### src/rtl/keypad_scan_ctrl.sv
`default_nettype none
// ============================================================================
//  Module      : keypad_scan_ctrl
//  Description : Matrix keypad scanner. Drives one column low at a time,
//                debounces the first key found, reports it once, keeps a
//                short history of accepted codes and waits for a debounced
//                release before resuming the scan.
//  Revision    : 1.0 - initial release
// ============================================================================
module keypad_scan_ctrl #(
    parameter int ROWS      = 4,
    parameter int COLS      = 4,
    parameter int DWELL     = 4,
    parameter int DB_CYCLES = 20,
    parameter int DEPTH     = 2,
    localparam int KW       = $clog2(ROWS * COLS)
) (
    input  logic                  clk,
    input  logic                  nrst,
    input  logic [ROWS-1:0]       row_n,
    output logic [COLS-1:0]       col_n,
    output logic                  key_valid,
    output logic [KW-1:0]         key_code,
    output logic [DEPTH*KW-1:0]   history,
    output logic                  key_held
);

    localparam int c_cnt_max_val = (DWELL > DB_CYCLES) ? DWELL : DB_CYCLES;
    localparam int c_cnt_w       = $clog2(c_cnt_max_val + 1);
    localparam int c_ciw         = (COLS > 1) ? $clog2(COLS) : 1;
    localparam int c_riw         = (ROWS > 1) ? $clog2(ROWS) : 1;

    localparam logic [c_cnt_w-1:0] c_cnt_sat   = {c_cnt_w{1'b1}};
    localparam logic [c_cnt_w-1:0] c_dwell_end = c_cnt_w'(DWELL - 1);
    localparam logic [c_cnt_w-1:0] c_db_end    = c_cnt_w'(DB_CYCLES - 1);
    localparam logic [c_ciw-1:0]   c_last_col  = c_ciw'(COLS - 1);
    localparam logic [COLS-1:0]    c_col_one   = COLS'(1);

    typedef enum logic [1:0] {
        ST_SCAN     = 2'd0,
        ST_DEBOUNCE = 2'd1,
        ST_HELD     = 2'd2,
        ST_RELEASE  = 2'd3
    } state_t;

    state_t               r_state;
    logic [ROWS-1:0]      r_row_meta;
    logic [ROWS-1:0]      r_row_sync;
    logic [c_cnt_w-1:0]   r_cnt;
    logic [c_ciw-1:0]     r_col_idx;
    logic [c_riw-1:0]     r_row_idx;

    logic                 w_any_low;
    logic [c_riw-1:0]     w_low_row;
    logic                 w_latched_low;
    logic [c_ciw-1:0]     w_next_col;
    logic [COLS-1:0]      w_next_col_n;
    logic [KW-1:0]        w_code;
    logic                 w_accept;
    logic [c_cnt_w-1:0]   w_cnt_inc;

    // Two-flop synchronizer on the raw row lines; idle level is high
    always_ff @(posedge clk or negedge nrst) begin
        if (!nrst) begin
            r_row_meta <= '1;
            r_row_sync <= '1;
        end else begin
            r_row_meta <= row_n;
            r_row_sync <= r_row_meta;
        end
    end

    // Lowest-index low row among synchronized rows (descending loop so the lowest wins)
    always_comb begin
        w_any_low = 1'b0;
        w_low_row = '0;
        for (int r = ROWS - 1; r >= 0; r--) begin
            if (!r_row_sync[r]) begin
                w_any_low = 1'b1;
                w_low_row = c_riw'(r);
            end
        end
    end

    assign w_latched_low = ~r_row_sync[r_row_idx];
    assign w_next_col    = (r_col_idx == c_last_col) ? '0 : r_col_idx + c_ciw'(1);
    assign w_next_col_n  = ~(c_col_one << w_next_col);
    assign w_code        = KW'(r_row_idx) * KW'(COLS) + KW'(r_col_idx);
    assign w_cnt_inc     = (r_cnt == c_cnt_sat) ? r_cnt : r_cnt + c_cnt_w'(1);
    assign w_accept      = (r_state == ST_DEBOUNCE) && w_latched_low && (r_cnt == c_db_end);

    // Scan / debounce / hold / release sequencer with registered outputs
    always_ff @(posedge clk or negedge nrst) begin
        if (!nrst) begin
            r_state   <= ST_SCAN;
            r_cnt     <= '0;
            r_col_idx <= '0;
            r_row_idx <= '0;
            col_n     <= ~c_col_one;
            key_valid <= 1'b0;
            key_code  <= '0;
            key_held  <= 1'b0;
        end else begin
            key_valid <= 1'b0;
            case (r_state)
                ST_SCAN: begin
                    if (r_cnt >= c_dwell_end) begin
                        r_cnt <= '0;
                        if (w_any_low) begin
                            // Column stays driven; only the row under it is tracked
                            r_row_idx <= w_low_row;
                            r_state   <= ST_DEBOUNCE;
                        end else begin
                            r_col_idx <= w_next_col;
                            col_n     <= w_next_col_n;
                        end
                    end else begin
                        r_cnt <= w_cnt_inc;
                    end
                end
                ST_DEBOUNCE: begin
                    if (!w_latched_low) begin
                        r_cnt     <= '0;
                        r_col_idx <= w_next_col;
                        col_n     <= w_next_col_n;
                        r_state   <= ST_SCAN;
                    end else if (w_accept) begin
                        r_cnt     <= '0;
                        key_valid <= 1'b1;
                        key_code  <= w_code;
                        key_held  <= 1'b1;
                        r_state   <= ST_HELD;
                    end else begin
                        r_cnt <= w_cnt_inc;
                    end
                end
                ST_HELD: begin
                    if (!w_latched_low) begin
                        r_cnt   <= '0;
                        r_state <= ST_RELEASE;
                    end
                end
                ST_RELEASE: begin
                    if (w_latched_low) begin
                        r_cnt   <= '0;
                        r_state <= ST_HELD;
                    end else if (r_cnt == c_db_end) begin
                        r_cnt     <= '0;
                        key_held  <= 1'b0;
                        r_col_idx <= w_next_col;
                        col_n     <= w_next_col_n;
                        r_state   <= ST_SCAN;
                    end else begin
                        r_cnt <= w_cnt_inc;
                    end
                end
                default: begin
                    r_cnt     <= '0;
                    r_col_idx <= '0;
                    col_n     <= ~c_col_one;
                    key_held  <= 1'b0;
                    r_state   <= ST_SCAN;
                end
            endcase
        end
    end

    generate
        if (DEPTH == 1) begin : g_hist_single
            // Single slot simply holds the newest accepted code
            always_ff @(posedge clk or negedge nrst) begin
                if (!nrst) begin
                    history <= '0;
                end else if (w_accept) begin
                    history <= w_code;
                end
            end
        end else begin : g_hist_shift
            // Shift older codes toward the MSBs, newest code enters slot 0
            always_ff @(posedge clk or negedge nrst) begin
                if (!nrst) begin
                    history <= '0;
                end else if (w_accept) begin
                    history <= {history[(DEPTH-1)*KW-1:0], w_code};
                end
            end
        end
    endgenerate

endmodule
`default_nettype wire

### config.mk
export PLATFORM = sky130hd
export DESIGN_NAME = keypad_scan_ctrl
export DESIGN_NICKNAME = d
export VERILOG_FILES = /design/src/rtl/keypad_scan_ctrl.sv
export SDC_FILE = /design/constraint.sdc
export NUM_CORES = 1
export LEC_CHECK = 0
export CAP_MARGIN = 20
export CORE_ASPECT_RATIO = 0.6
export CORE_MARGIN = 3
export CORE_UTILIZATION = 53
export CTS_CLUSTER_DIAMETER = 150
export DETAILED_ROUTE_END_ITERATION = 12
export PLACE_DENSITY_LB_ADDON = 0.3
export SLEW_MARGIN = 15
export SYNTH_ARGS = -nofsm -noshare
export SYNTH_HDL_FRONTEND = slang
export SYNTH_SLANG_ARGS = --single-unit
### constraint.sdc
create_clock -name clk -period 2.4 [get_ports clk]
set_input_delay 0.48 -clock clk [delete_from_list [all_inputs] [get_ports clk]]
set_output_delay 0.48 -clock clk [all_outputs]
set_load 0.02 [all_outputs]
After elaboration in Yosys (flattened, before gate mapping)
Index checks and enable logic that the tools add are counted.
W data, S select, Z words.

storage, ports and cells
  ROM bits = 0
  register bits after elaboration = 37
  word-level logic and storage cells = 93
  input bits = 6
  bits in latches = 0
  output and inout port bits = 18
  memory bits (writable) = 0
  memories kept = 0

operators by class
  shift-type cells = 1
  div/mod/pow operators = 0
  bitwise operators = 2
  equality and inequality tests = 17
  $mul = 0
  $add $sub $neg = 3
  reductions and logical operators = 10
  multiplexer cells = 47
  $lt $le $gt $ge = 2

operators with widths
  cell                   number
  $mux W5                7
  $mux W2                17
  $mux W4                5
  $pmux W5 S4            1
  $ne A2 B2 Y1 const B   9
  $mux W1                12
  $pmux W4 S3            1
  $eq A5 B5 Y1 const B   2
  $reduce_and A5 Y1      2
  $pmux W2 S4            1
  $eq A2 B2 Y1 const B   3
  $ne A3 B3 Y1 const B   2
  $pmux W2 S3            1
  $reduce_and A3 Y1      2
  $reduce_and A6 Y1      1
  $add A5 B1 Y5 const B  1
  $ge A5 B2 Y1 const B   1
  $add A4 B2 Y4          1
  $not A4 Y4             1
  $shl A1 B2 Y4 const A  1
  $lt A2 B3 Y1 const B   1
  $reduce_bool A3 Y1     1
  $add A2 B1 Y2 const B  1
  $bmux W1 S2            1
  6 further kinds        7

Logic depth before layout (Yosys ltp)
Gate-level depths: netlist of run 1.

  word-level depth = 8
  gate-level depth with buffers = 6

Worst setup path after synthesis of run 1
OpenSTA, ideal clock, no wires.

  kind = register to register
  start point = reg r_row_idx[0]
  end point = reg history[0]
  cell stages (with the launch flop) = 5
  data arrival time = 1746 ps
  library setup time = 125 ps
  path buffers = 1
  period minus slack after synthesis = 1871 ps
  data required time = 2275 ps
  slack = 529 ps
  path through = dfrtp_1 -> mux4_2 -> nor3_4 -> buf_6 -> mux2_2

on the way
  longest elaborated chain between the ends = 5

ends and longest elaborated chain
  what                               line  RTL
  from (decl)                        51    logic [c_riw-1:0] r_row_idx;
  from (signal assigned)             111   r_row_idx <= w_low_row;
  $bmux W1 S2                        85    assign w_latched_low = ~r_row_sync[r_row_idx];
  $mux W1 (implied by the code)      85
  $not A1 Y1 (no line)               --
  $logic_and A1 B1 Y1 (2 in series)  90    assign w_accept = (r_state == ST_DEBOUNCE) && w_latched_low && (r_cnt == c_db_end);
  to (signal assigned)               184   history <= {history[(DEPTH-1)*KW-1:0], w_code};
  to (decl)                          24    output logic [DEPTH*KW-1:0] history,

No other way between the ends. The select of a mux whose other input is x is not followed.
A chain may end at the register's enable or synchronous reset.

Worst setup path in the final report of run 1
  start point = reg r_row_idx[0]
  end point = reg key_code[3]

on the way
  longest elaborated chain between the ends = 6
  elaborated cells on any way between the ends = 7
  classes of those cells = add/sub (1); mux (2); bitwise (1); reduce/logical (3)

ends and longest elaborated chain
  what                               line  RTL
  $bmux W1 S2                        85
  $mux W1 (implied by the code)      85
  $not A1 Y1 (no line)               --
  $logic_and A1 B1 Y1 (2 in series)  90
  $reduce_and A3 Y1 (no line)        --
  to (signal assigned)               130   key_code <= w_code;
  to (decl)                          23    output logic [KW-1:0] key_code,

Parallel ways exist; a longest one is shown, timed or not. The select of a mux whose other input is x is not followed.

==> results.txt, run 1 <==
----------------------------------------------------
[Route]
  Residual DRC ... 0
  First-pass DRT Iterations ... 4
  Post-DR wirelength/cell ... 15.80 um
  DRC violation total after the first TritonRoute iteration ... 126
  Antenna violation net count after detailed routing ... 0
  Routed vias/inst ... 5.456
  Post-Route WL ... 3.081 mm
  Overall via count from detail_route ... 1,064

[Final layout]
  Count of filler cells inserted in the layout ... 189
  Layout cell share with drive strength beyond 1 ... 26.45%
  Area growth from synthesis to layout ... 22.99%
  Number of nets in the final layout ... 165
  Number of inserted diodes ... 0
  Final std cell area, no fill ... 0.002028 mm^2

[CTS]
  Later-pin clock latency in the skew report ... 0.29 ns
  Number of buffers created by CTS ... 5
  Number of buffers between clock root and the deepest sink ... 2
  Post-CTS sizing ... 0
  Buffers inserted during post-CTS setup optimization ... 0
  TritonCTS clock tree ... yes
  Hold buffer count at cts ... 0
  Clk slew on worst S/H paths ... 0.07 ns
  Clock root buffer master ... clkbuf_8
  Maximum level of the CTS H-tree ... 2
  Clk sink count ... 37

[Floorplan]
  I/O pin cnt ... 24
  Overall die height ... 49.21 um
  Area of the core region ... 0.002733 mm^2
  Initial core utilization ... 60.35%
  Total Die Area ... 0.003838 mm^2
  Number of rows in the core area ... 14
  Horizontal die dimension ... 78.01 um

[Synthesis]
  Syn nets ... 138
  Flip-flop and latch count after synthesis ... 37
  Cell count after synthesis ... 127
  Post-synthesis instance area ... 0.001649 mm^2
  Share of the yosys chip area belonging to registers ... 56.98%
  Synth cell types ... 38
  Largest cells by area after synthesis ... dfrtp_1 39%, dfstp_2 18%, mux2_2 9.6%
  Area share of the largest cell type after synthesis ... 39.45%
  Ys Warns ... 0
  Post-synthesis average cell area ... 12.98 um^2
  Synth area leader ... dfrtp_1

[STA]
  Final setup violation count ... 0
  Actual transition at the worst max-transition pin ... 0.6397 ns
  Unrepaired setup endpoints after global routing ... no
  Max Transition Viols Final ... 0
  Total count of hold-check failures in the final report ... 0
  Final period demand of the worst path ... 2.031 ns
  Max-slew headroom at the worst pin ... 57.10%
  Total negative slack ... 0 ns
  Largest clock skew in the final design ... 0.005182 ns
  Post-route worst setup slack ... 0.3689 ns
  Portion of the clock cycle consumed by the worst path in the final layout ... 84.63%
  Highest clock frequency the design can meet ... 492.3 MHz

[Place]
  Port Buffer Count ... 23
  Placement-stage cell area ... 0.001908 mm^2
  Dpl ws ... 0.3818 ns
  Post-detailed-placement half-perimeter wirelength ... 2.254 mm
  Routability cong. ... 0.8967

[Worst setup path]
  Maximum fanout along the worst path ... 13
  R2R Setup Slk ... 0.37 ns
  Startpoint class of the critical path ... flip-flop
  Destination of the worst register-to-register timing path ... key_code[3]$_DFFE_PN0P_
  Origin of the critical flop-to-flop path ... r_row_idx[0]$_DFFE_PN0P_
  Worst EP required ... 2.57 ns
  Data arrival time of the critical path ... 2.21 ns
  Kind of end point of the critical path ... flip-flop
  Classification of the worst setup path ... flip-flop to flip-flop
  R2r worst-path depth ... 4

[Pwr]
  Cell leakage power ... 0.0009018 uW
  Power per Cell Area ... 964.8 mW/mm^2
  Max VDD drop ... 0.5115 mV

[Global route]
  Antenna violations before repair ... 0
  Overall overflow remaining after global route ... 0
  Wire length of the first global-routing pass ... 5.271 mm
  Total routing usage reported by global routing ... 18.36%
  Number of global-route vias before repair ... 1,102
  Pin count of the biggest net entering global routing ... 38

[Min path]
  Class of the tightest hold or removal check ... flip-flop to flip-flop
  Hold wc startpoint ... r_row_meta[3]$_DFF_PN1_
  Worst hold endpoint ... r_row_sync[3]$_DFF_PN1_
  Hold-critical path depth ... 0

[Status]
  Status ... complete, no violations

[Flow run]
  Max-Cap Viols ... 0

----------------------------------------------------
layer usage:
metal / share of wire [%] / wire, um / vias up / global-route usage (%)
met5: 0 / 0 / - / 0
met4: 1.4 / 44 / 0 / 8.140
met3: 6.1 / 188 / 4 / 6.273
met2: 48 / 1470 / 32 / 29.69
met1: 45 / 1377 / 521 / 22.38
li1: - / - / 507 / -
how the worst max path moves through the flow:
stage / from / depth (start not counted) / to
2_1_floorplan: r_row_idx[0]$_DFFE_PN0P_ / 4 / history[0]$_DFFE_PN0P_
3_3_place_gp: r_row_idx[0]$_DFFE_PN0P_ / 4 / history[0]$_DFFE_PN0P_
3_5_place_dp: r_row_idx[0]$_DFFE_PN0P_ / 4 / key_code[3]$_DFFE_PN0P_
4_1_cts: r_row_idx[0]$_DFFE_PN0P_ / 4 / key_code[3]$_DFFE_PN0P_
5_1_grt: r_row_idx[0]$_DFFE_PN0P_ / 4 / key_code[3]$_DFFE_PN0P_
6_report: r_row_idx[0]$_DFFE_PN0P_ / 4 / key_code[3]$_DFFE_PN0P_
registers in the layout (all words and copies together) (netlist names), named ones only:
name,count
r_cnt,5
r_state,1
key_held,1
key_code,4
col_n,4
history,8
r_row_meta,4
r_row_idx,2
key_valid,1
r_col_idx,2
r_row_sync,4
synthesized netlist by cell type, drive strengths merged:
master / instances
nand2: 5
nor3: 1
clkbuf: 1
nand3b: 1
o32ai: 1
ha: 5
o211ai: 1
o22ai: 1
mux2: 14
a221oi: 1
inv: 10
o21ai: 5
a32o: 1
xnor2: 1
and4bb: 1
dfrtp: 26
dfstp: 11
nand2b: 1
or3: 2
a31oi: 1
mux2i: 7
o31ai: 1
or4: 1
a21oi: 8
a41oi: 2
nor2: 3
xor2: 1
o21a: 1
nor2b: 1
a21o: 1
nand4: 2
mux4: 1
and2: 1
buf: 4
o311ai: 1
nand3: 2
cell families after synthesis:
family	synth area share, %
flip-flops	56.98
AO/OA/AOI/OAI	10.55
multiplexers	15.17
AND/OR/NAND/NOR	7.967
buffers and inverters	4.476
adder cells (fa/ha/maj)	3.794
XOR/XNOR	1.062
critical path, cell delays in order, from the launching register on:
cell	delay, ns
dfrtp_1	0.44
mux4_2	0.66
nor3_4	0.19
buf_4	0.24
mux2_2	0.37
area by class of cell:
type                       count  area, um^2  area share, %
sequential                    37       939.7          46.33
multi-input combinational     75       635.6          31.34
timing repair buffer          25       245.2          12.09
clock buffer                   6       82.58          4.072
tap                           40       50.05          2.468
clock inverter                 2       37.54          1.851
inverter                      10       37.54          1.851
power by group:
group	total, uW	switching (uW)	leakage [uW]	internal, uW
clock network	555	218	0.0000574	338
logic	541	286	0.000381	255
registers	860	122	0.000463	738
cells in the final DEF (no fill, tap or decap), types with 2 or more instances in the layout:
cell type	instances
nand2_1	5
buf_4	2
mux2_2	14
nor2_1	3
clkdlybuf4s50_1	23
or3_1	2
nand3_1	2
a21oi_1	8
dfstp_2	11
mux2i_1	7
ha_1	5
clkbuf_8	6
o21ai_0	4
inv_1	10
nand4_1	2
a41oi_1	2
dfrtp_1	26
through the flow:
| step | cells | hold WS, ns | utilization, % | power [uW] |
|---|---|---|---|---|
| finish | 195 | 0.3562 | 74.22 | 1957 |
| global route | 195 | 0.3656 | 74.22 | 2086 |
| CTS | 195 | 0.3572 | 74.22 | 1969 |
| detailed placement | 187 | 0.3468 | 69.83 | 1411 |
| global placement | 187 | 0.3454 | 69.83 | 1378 |
| floorplan | 127 | 0.1844 | - | 1244 |
Note: power is estimated with default switching activity, not from simulation.
==> inputs of run 2 (changes only) <==
CORE_UTILIZATION = 48   (was 53)
clock period = 1.8 ns   (was 2.4 ns; I/O delays follow)
==> run 2 against run 1 <==
Net effect:
- the flow now finishes with violations (negative setup slack)
- largest cell class unchanged
- highest routed layer unchanged
- die area rose by 9.4%
- sequential share of layout area fell by 2.9 points
- via count rose by 7.6%
- fmax rose by 11%
- wire length rose by 5.8%
==> results.txt, run 2 (synthesis gave the netlist of run 1 again) <==
----------------------------------------------------
[Global route]
  Number of global-route vias before repair ... 1,150 (+4.4%)
  Overall overflow remaining after global route ... 0 (unchanged)
  Total routing usage reported by global routing ... 17.51% (-0.85 points)
  Pin count of the biggest net entering global routing ... 38 (unchanged)
  Antenna violations before repair ... 0 (unchanged)
  Wire length of the first global-routing pass ... 5.340 mm (+1.3%)

[Route]
  First-pass DRT Iterations ... 4 (unchanged)
  Routed vias/inst ... 5.505 (+0.89%)
  Overall via count from detail_route ... 1,145 (+7.6%)
  Antenna violation net count after detailed routing ... 0 (unchanged)
  Post-DR wirelength/cell ... 15.68 um (-0.77%)
  Post-Route WL ... 3.261 mm (+5.8%)
  Residual DRC ... 0 (unchanged)
  DRC violation total after the first TritonRoute iteration ... 123 (-2.4%)

[Floorplan]
  Horizontal die dimension ... 81.67 um (+4.7%)
  Total Die Area ... 0.004198 mm^2 (+9.4%)
  Initial core utilization ... 53.58% (-6.8 points)
  Number of rows in the core area ... 15 (+1)
  Overall die height ... 51.40 um (+4.5%)
  I/O pin cnt ... 24 (unchanged)
  Area of the core region ... 0.003078 mm^2 (+13%)

[STA]
  Max-slew headroom at the worst pin ... 71.02% (+14 points)
  Worst-case hold slack ... 0.3563 ns (+0.00004200 ns)
  Post-route worst setup slack ... -0.02301 ns (-0.3919 ns)
  Total negative slack ... -0.1139 ns (-0.1139 ns)
  Highest clock frequency the design can meet ... 548.5 MHz (+11%)
  Max Transition Viols Final ... 0 (unchanged)
  Portion of the clock cycle consumed by the worst path in the final layout ... 101.3% (+17 points)
  Largest clock skew in the final design ... 0.008280 ns (+0.003098 ns)
  Total count of hold-check failures in the final report ... 0 (unchanged)
  Actual transition at the worst max-transition pin ... 0.4347 ns (-0.2050 ns)
  Final setup violation count ... 7 (+7)
  Unrepaired setup endpoints after global routing ... yes
  Final period demand of the worst path ... 1.823 ns (-0.2081 ns)

[CTS]
  Number of buffers between clock root and the deepest sink ... 2 (unchanged)
  Hold buffer count at cts ... 0 (unchanged)
  TritonCTS clock tree ... yes
  Later-pin clock latency in the skew report ... 0.28 ns (about the same)
  Number of buffers created by CTS ... 5 (unchanged)
  Clk sink count ... 37 (unchanged)
  Clk slew on worst S/H paths ... 0.07 ns (about the same)
  Maximum level of the CTS H-tree ... 2 (unchanged)
  Clock root buffer master ... clkbuf_8

[Worst setup path]
  R2r worst-path depth ... 4 (unchanged)
  Startpoint class of the critical path ... flip-flop
  Kind of end point of the critical path ... flip-flop
  Critical path's largest stage delay ... 0.64 ns (-0.02 ns)
  Count of buffer and inverter cells on the critical path ... 1 (unchanged)
  Destination of the worst register-to-register timing path ... history[2]$_DFFE_PN0P_
  Worst EP required ... 1.97 ns (-0.60 ns)
  Largest delay share family, worst path ... multiplexers
  Maximum fanout along the worst path ... 13 (unchanged)
  R2R Setup Slk ... -0.02 ns (-0.39 ns)
  Classification of the worst setup path ... flip-flop to flip-flop
  Data arrival time of the critical path ... 1.99 ns (-0.22 ns)
  Critical-path top delay cell ... mux4_2
  List of cells traversed by the critical path ... mux4_2, nor3_4, buf_12, mux2_2
  Origin of the critical flop-to-flop path ... r_row_idx[0]$_DFFE_PN0P_

[Flow run]
  Max-Cap Viols ... 0 (unchanged)

[Min path]
  Class of the tightest hold or removal check ... flip-flop to flip-flop
  Worst hold endpoint ... r_row_sync[2]$_DFF_PN1_
  Hold-critical path depth ... 0 (unchanged)
  Hold wc startpoint ... r_row_meta[2]$_DFF_PN1_

[Pwr]
  Power per Cell Area ... 1207 mW/mm^2 (+25%)
  Cell leakage power ... 0.0009689 uW (+7.4%)
  Max VDD drop ... 0.6486 mV (+27%)

[Final layout]
  Number of inserted diodes ... 0 (unchanged)
  Register with the most flip-flops ... history
  Most common library cell in the layout ignoring fill and taps ... dfrtp_1
  Layout cell share with drive strength beyond 1 ... 36.14% (+9.7 points)
  Count of filler cells inserted in the layout ... 221 (+17%)
  Number of nets in the final layout ... 176 (+6.7%)
  Largest registers ... history (8), r_cnt (5)
  Most frequent cells in the layout ... 26 x dfrtp_1, 21 x clkdlybuf4s50_1, 12 x buf_4
  Area growth from synthesis to layout ... 31.26%
  Number of flip-flops in the largest register ... 8 (unchanged)

[Place]
  Port Buffer Count ... 23 (unchanged)
  Routability cong. ... 0.8536 (-4.8%)
  Post-detailed-placement half-perimeter wirelength ... 2.217 mm (-1.6%)

[Status]
  Status ... complete, but fails checks
  Violations in the final reports ... negative setup slack

----------------------------------------------------
[run 2: routing by layer]
layer	GRT usage, %	wire, um	up-vias
li1	-	-	532
met1	21.45	1455	573
met2	28.11	1596	36
met3	6.162	181	4
met4	7.459	28	0
met5	0	0	-
[run 2: timing repair]
| action | in CTS | in global routing |
|---|---|---|
| setup endpoints to repair | 7 | 20 |
| hold endpoints to repair | 0 | 0 |
| pin swaps | 2 | 5 |
| gates resized for setup | 2 | 16 |
| setup buffers | 2 | 1 |
[run 2: how the worst max path moves through the flow]
stage,from,to,slack [ns],cells past startpoint
5_1_grt,r_row_idx[0]$_DFFE_PN0P_,r_cnt[4]$_DFFE_PN0N_,-0.09,4
3_3_place_gp,r_row_idx[0]$_DFFE_PN0P_,r_cnt[4]$_DFFE_PN0N_,0.003,4
3_5_place_dp,r_row_idx[0]$_DFFE_PN0P_,history[4]$_DFFE_PN0P_,-0.02,4
2_1_floorplan,r_row_idx[0]$_DFFE_PN0P_,history[0]$_DFFE_PN0P_,-0.02,4
4_1_cts,r_row_idx[0]$_DFFE_PN0P_,r_cnt[4]$_DFFE_PN0N_,0.0002,4
6_report,r_row_idx[0]$_DFFE_PN0P_,history[2]$_DFFE_PN0P_,-0.02,4
[run 2: per-stage QoR]
step | cell area, um^2 | util, % | setup WS (ns) | cells | total power [uW]
2_1_floorplan | 1654 | - | -0.02178 | 127 | 1663
3_3_place_gp | 1988 | 64.59 | 0.002852 | 197 | 1901
3_5_place_dp | 1988 | 64.59 | -0.02342 | 197 | 1955
4_1_cts | 2092 | 67.97 | 0.0002280 | 207 | 2541
5_1_grt | 2165 | 70.33 | -0.08883 | 208 | 2808
6_report | 2165 | 70.33 | -0.02301 | 208 | 2614
[run 2: layout make-up]
type | instances | area, um^2 | area share, %
clock inverter | 1 | 5.005 | 0.2312
sequential | 37 | 939.7 | 43.41
timing repair buffer | 36 | 345.3 | 15.95
multi-input combinational | 75 | 708.2 | 32.72
inverter | 10 | 37.54 | 1.734
tap | 42 | 52.55 | 2.428
clock buffer | 7 | 76.32 | 3.526
[run 2: power breakdown]
part           total (uW)  switching [uW]  internal (uW)
combinational         948             494            454
clock                 544             272            271
sequential           1120             137            985
total                2610             903           1710
==> inputs of run 3 (changes only) <==
GPL_TIMING_DRIVEN = 0   (was not set)
SLEW_MARGIN = 5   (was 15)
==> run 3 against run 2 <==
Net effect:
- the run still ends with negative setup slack left
- combinational power is 13% higher
- via count grew 4.8%
- clock power up 12%
- cell area up 4.0%
- first-iteration DRC count fell by 6.5%
- register-to-register slack worse by 0.10 ns
- sequential power about the same
- sequential cell count did not move
- fmax shrank 5.2%
- clock-buffer cell count did not move
- cell count rose by 3.8%
- wire length is 17% higher
- critical endpoint is now col_n[3]$_DFFE_PN1P_
==> results.txt, run 3 (synthesis gave the netlist of run 1 again) <==
----------------------------------------------------
[STA]
  Highest clock frequency the design can meet ... 519.8 MHz (-5.2%)
  Final period demand of the worst path ... 1.924 ns (+0.1008 ns)
  Worst-case hold slack ... 0.1516 ns (-0.2047 ns)
  Unrepaired setup endpoints after global routing ... yes
  Total count of hold-check failures in the final report ... 0 (unchanged)
  Portion of the clock cycle consumed by the worst path in the final layout ... 106.9% (+5.6 points)
  Final setup violation count ... 20 (+13)
  Post-route worst setup slack ... -0.1238 ns (-0.1008 ns)
  Largest clock skew in the final design ... 0.005272 ns (-0.003008 ns)
  Max Transition Viols Final ... 0 (unchanged)
  Max-slew headroom at the worst pin ... 46.90% (-24 points)
  Total negative slack ... -1.281 ns (-1.167 ns)
  Actual transition at the worst max-transition pin ... 0.7964 ns (+0.3617 ns)

[Global route]
  Total routing usage reported by global routing ... 19.12% (+1.6 points)
  Antenna violations before repair ... 0 (unchanged)
  Overall overflow remaining after global route ... 0 (unchanged)
  Pin count of the biggest net entering global routing ... 38 (unchanged)
  Wire length of the first global-routing pass ... 5.630 mm (+5.4%)
  Number of global-route vias before repair ... 1,146 (-0.35%)

[Final layout]
  Most frequent cells in the layout ... 24 x dfrtp_1, 19 x clkdlybuf4s50_1, 13 x buf_4
  Most common library cell in the layout ignoring fill and taps ... dfrtp_1
  Final Non-Filler Cells ... 216 (+3.8%)
  Number of inserted diodes ... 0 (unchanged)
  Number of nets in the final layout ... 184 (+4.5%)
  Count of filler cells inserted in the layout ... 204 (-7.7%)
  Layout cell share with drive strength beyond 1 ... 37.36% (+1.2 points)
  Area growth from synthesis to layout ... 36.49%
  Register with the most flip-flops ... history
  Largest registers ... history (8), r_cnt (5)
  Number of flip-flops in the largest register ... 8 (unchanged)

[Place]
  Port Buffer Count ... 23 (unchanged)
  Routability cong. ... 0.7645 (-10%)
  Cell count after placement ... 192 (-2.5%)
  Post-detailed-placement half-perimeter wirelength ... 2.247 mm (+1.4%)

[CTS]
  Clk sink count ... 37 (unchanged)
  TritonCTS clock tree ... yes
  Number of buffers created by CTS ... 5 (unchanged)
  Later-pin clock latency in the skew report ... 0.29 ns (about the same)
  Number of buffers between clock root and the deepest sink ... 2 (unchanged)
  Clk slew on worst S/H paths ... 0.07 ns (about the same)
  Clock root buffer master ... clkbuf_8
  Maximum level of the CTS H-tree ... 2 (unchanged)

[Worst setup path]
  Startpoint class of the critical path ... flip-flop
  Worst EP required ... 2.01 ns (+0.04 ns)
  Data arrival time of the critical path ... 2.14 ns (+0.15 ns)
  Classification of the worst setup path ... flip-flop to flip-flop
  Maximum fanout along the worst path ... 8 (-5)
  Origin of the critical flop-to-flop path ... r_row_idx[0]$_DFFE_PN0P_
  R2R Setup Slk ... -0.12 ns (-0.10 ns)
  Destination of the worst register-to-register timing path ... col_n[3]$_DFFE_PN1P_
  Kind of end point of the critical path ... flip-flop
  R2r worst-path depth ... 6 (+2)

[Route]
  Post-DR wirelength/cell ... 17.68 um (+13%)
  Residual DRC ... 0 (unchanged)
  Overall via count from detail_route ... 1,200 (+4.8%)
  Post-Route WL ... 3.818 mm (+17%)
  Routed vias/inst ... 5.556 (+0.92%)
  First-pass DRT Iterations ... 4 (unchanged)
  DRC violation total after the first TritonRoute iteration ... 115 (-6.5%)
  Antenna violation net count after detailed routing ... 0 (unchanged)

[Flow run]
  Max-Cap Viols ... 0 (unchanged)

[Min path]
  Class of the tightest hold or removal check ... primary input to async pin

[Floorplan]
  Initial core utilization ... 53.58% (unchanged)
  I/O pin cnt ... 24 (unchanged)
  Total Die Area ... 0.004198 mm^2 (unchanged)
  Overall die height ... 51.40 um (unchanged)
  Area of the core region ... 0.003078 mm^2 (unchanged)
  Number of rows in the core area ... 15 (unchanged)
  Horizontal die dimension ... 81.67 um (unchanged)

[Pwr]
  Power per Cell Area ... 1242 mW/mm^2 (+2.9%)
  Cell leakage power ... 0.001018 uW (+5.1%)
  Max VDD drop ... 0.5294 mV (-18%)

[Status]
  Violations in the final reports ... negative setup slack
  Status ... complete, but fails checks

----------------------------------------------------
[run 3: what timing repair did]
action | 4_1_cts | 5_1_grt
setup buffers | 6 | 9
hold buffers | 0 | 0
cloned | 0 | 1
endpoints found under the setup margin | 19 | 25
pin swaps | 3 | 0
gates resized for setup | 8 | 15
[run 3: cell type report]
type	instances	area [um^2]	area share (%)
multi-input cells	75	715.7	31.80
well taps	42	52.55	2.335
inverters	10	37.54	1.668
clock inverters	1	7.507	0.3335
clock buffers	7	86.33	3.835
repair buffers	39	372.9	16.56
plain buffers	5	36.28	1.612
flip-flops and latches	37	942.2	41.86
[run 3: metal layers]
metal	global-route usage, %	part of all wire (%)
met5	0	0
met4	9.116	3.9
met3	6.338	7.0
met2	29.86	49
met1	24.00	40
[run 3: per-stage QoR]
| stage | utilization (%) | setup WS (ns) | cell area [um^2] | power (uW) |
|---|---|---|---|---|
| 2_1_floorplan | - | -0.02178 | 1654 | 1663 |
| 3_3_place_gp | 62.93 | -0.3992 | 1937 | 1852 |
| 3_5_place_dp | 62.76 | -0.2407 | 1932 | 1911 |
| 4_1_cts | 69.07 | -0.04053 | 2126 | 2648 |
| 5_1_grt | 73.13 | -0.1915 | 2251 | 2972 |
| 6_report | 73.13 | -0.1238 | 2251 | 2796 |
[run 3: critical path, cell delays in order, from the launching register on]
cell and delay [ns]:
dfrtp_2 0.37, mux4_2 0.59, buf_12 0.18, o211ai_1 0.17, o31ai_4 0.18, buf_4 0.17, mux2i_1 0.17
[run 3: how the worst max path moves through the flow]
stage | startpoint | end | slack [ns] | depth (start not counted)
after floorplan | r_row_idx[0]$_DFFE_PN0P_ | history[0]$_DFFE_PN0P_ | -0.02 | 4
after global placement | nrst | key_held$_DFFE_PN0P_ | -0.40 | 1
after detailed placement | r_row_idx[0]$_DFFE_PN0P_ | history[4]$_DFFE_PN0P_ | -0.24 | 4
after CTS | r_row_idx[0]$_DFFE_PN0P_ | r_col_idx[1]$_DFFE_PN0P_ | -0.04 | 5
after global routing | r_row_idx[0]$_DFFE_PN0P_ | col_n[3]$_DFFE_PN1P_ | -0.19 | 6
final | r_row_idx[0]$_DFFE_PN0P_ | col_n[3]$_DFFE_PN1P_ | -0.12 | 6
[run 3: power by group]
group	switching (uW)	internal [uW]
clock network	296	311
registers	136	986
logic	537	530
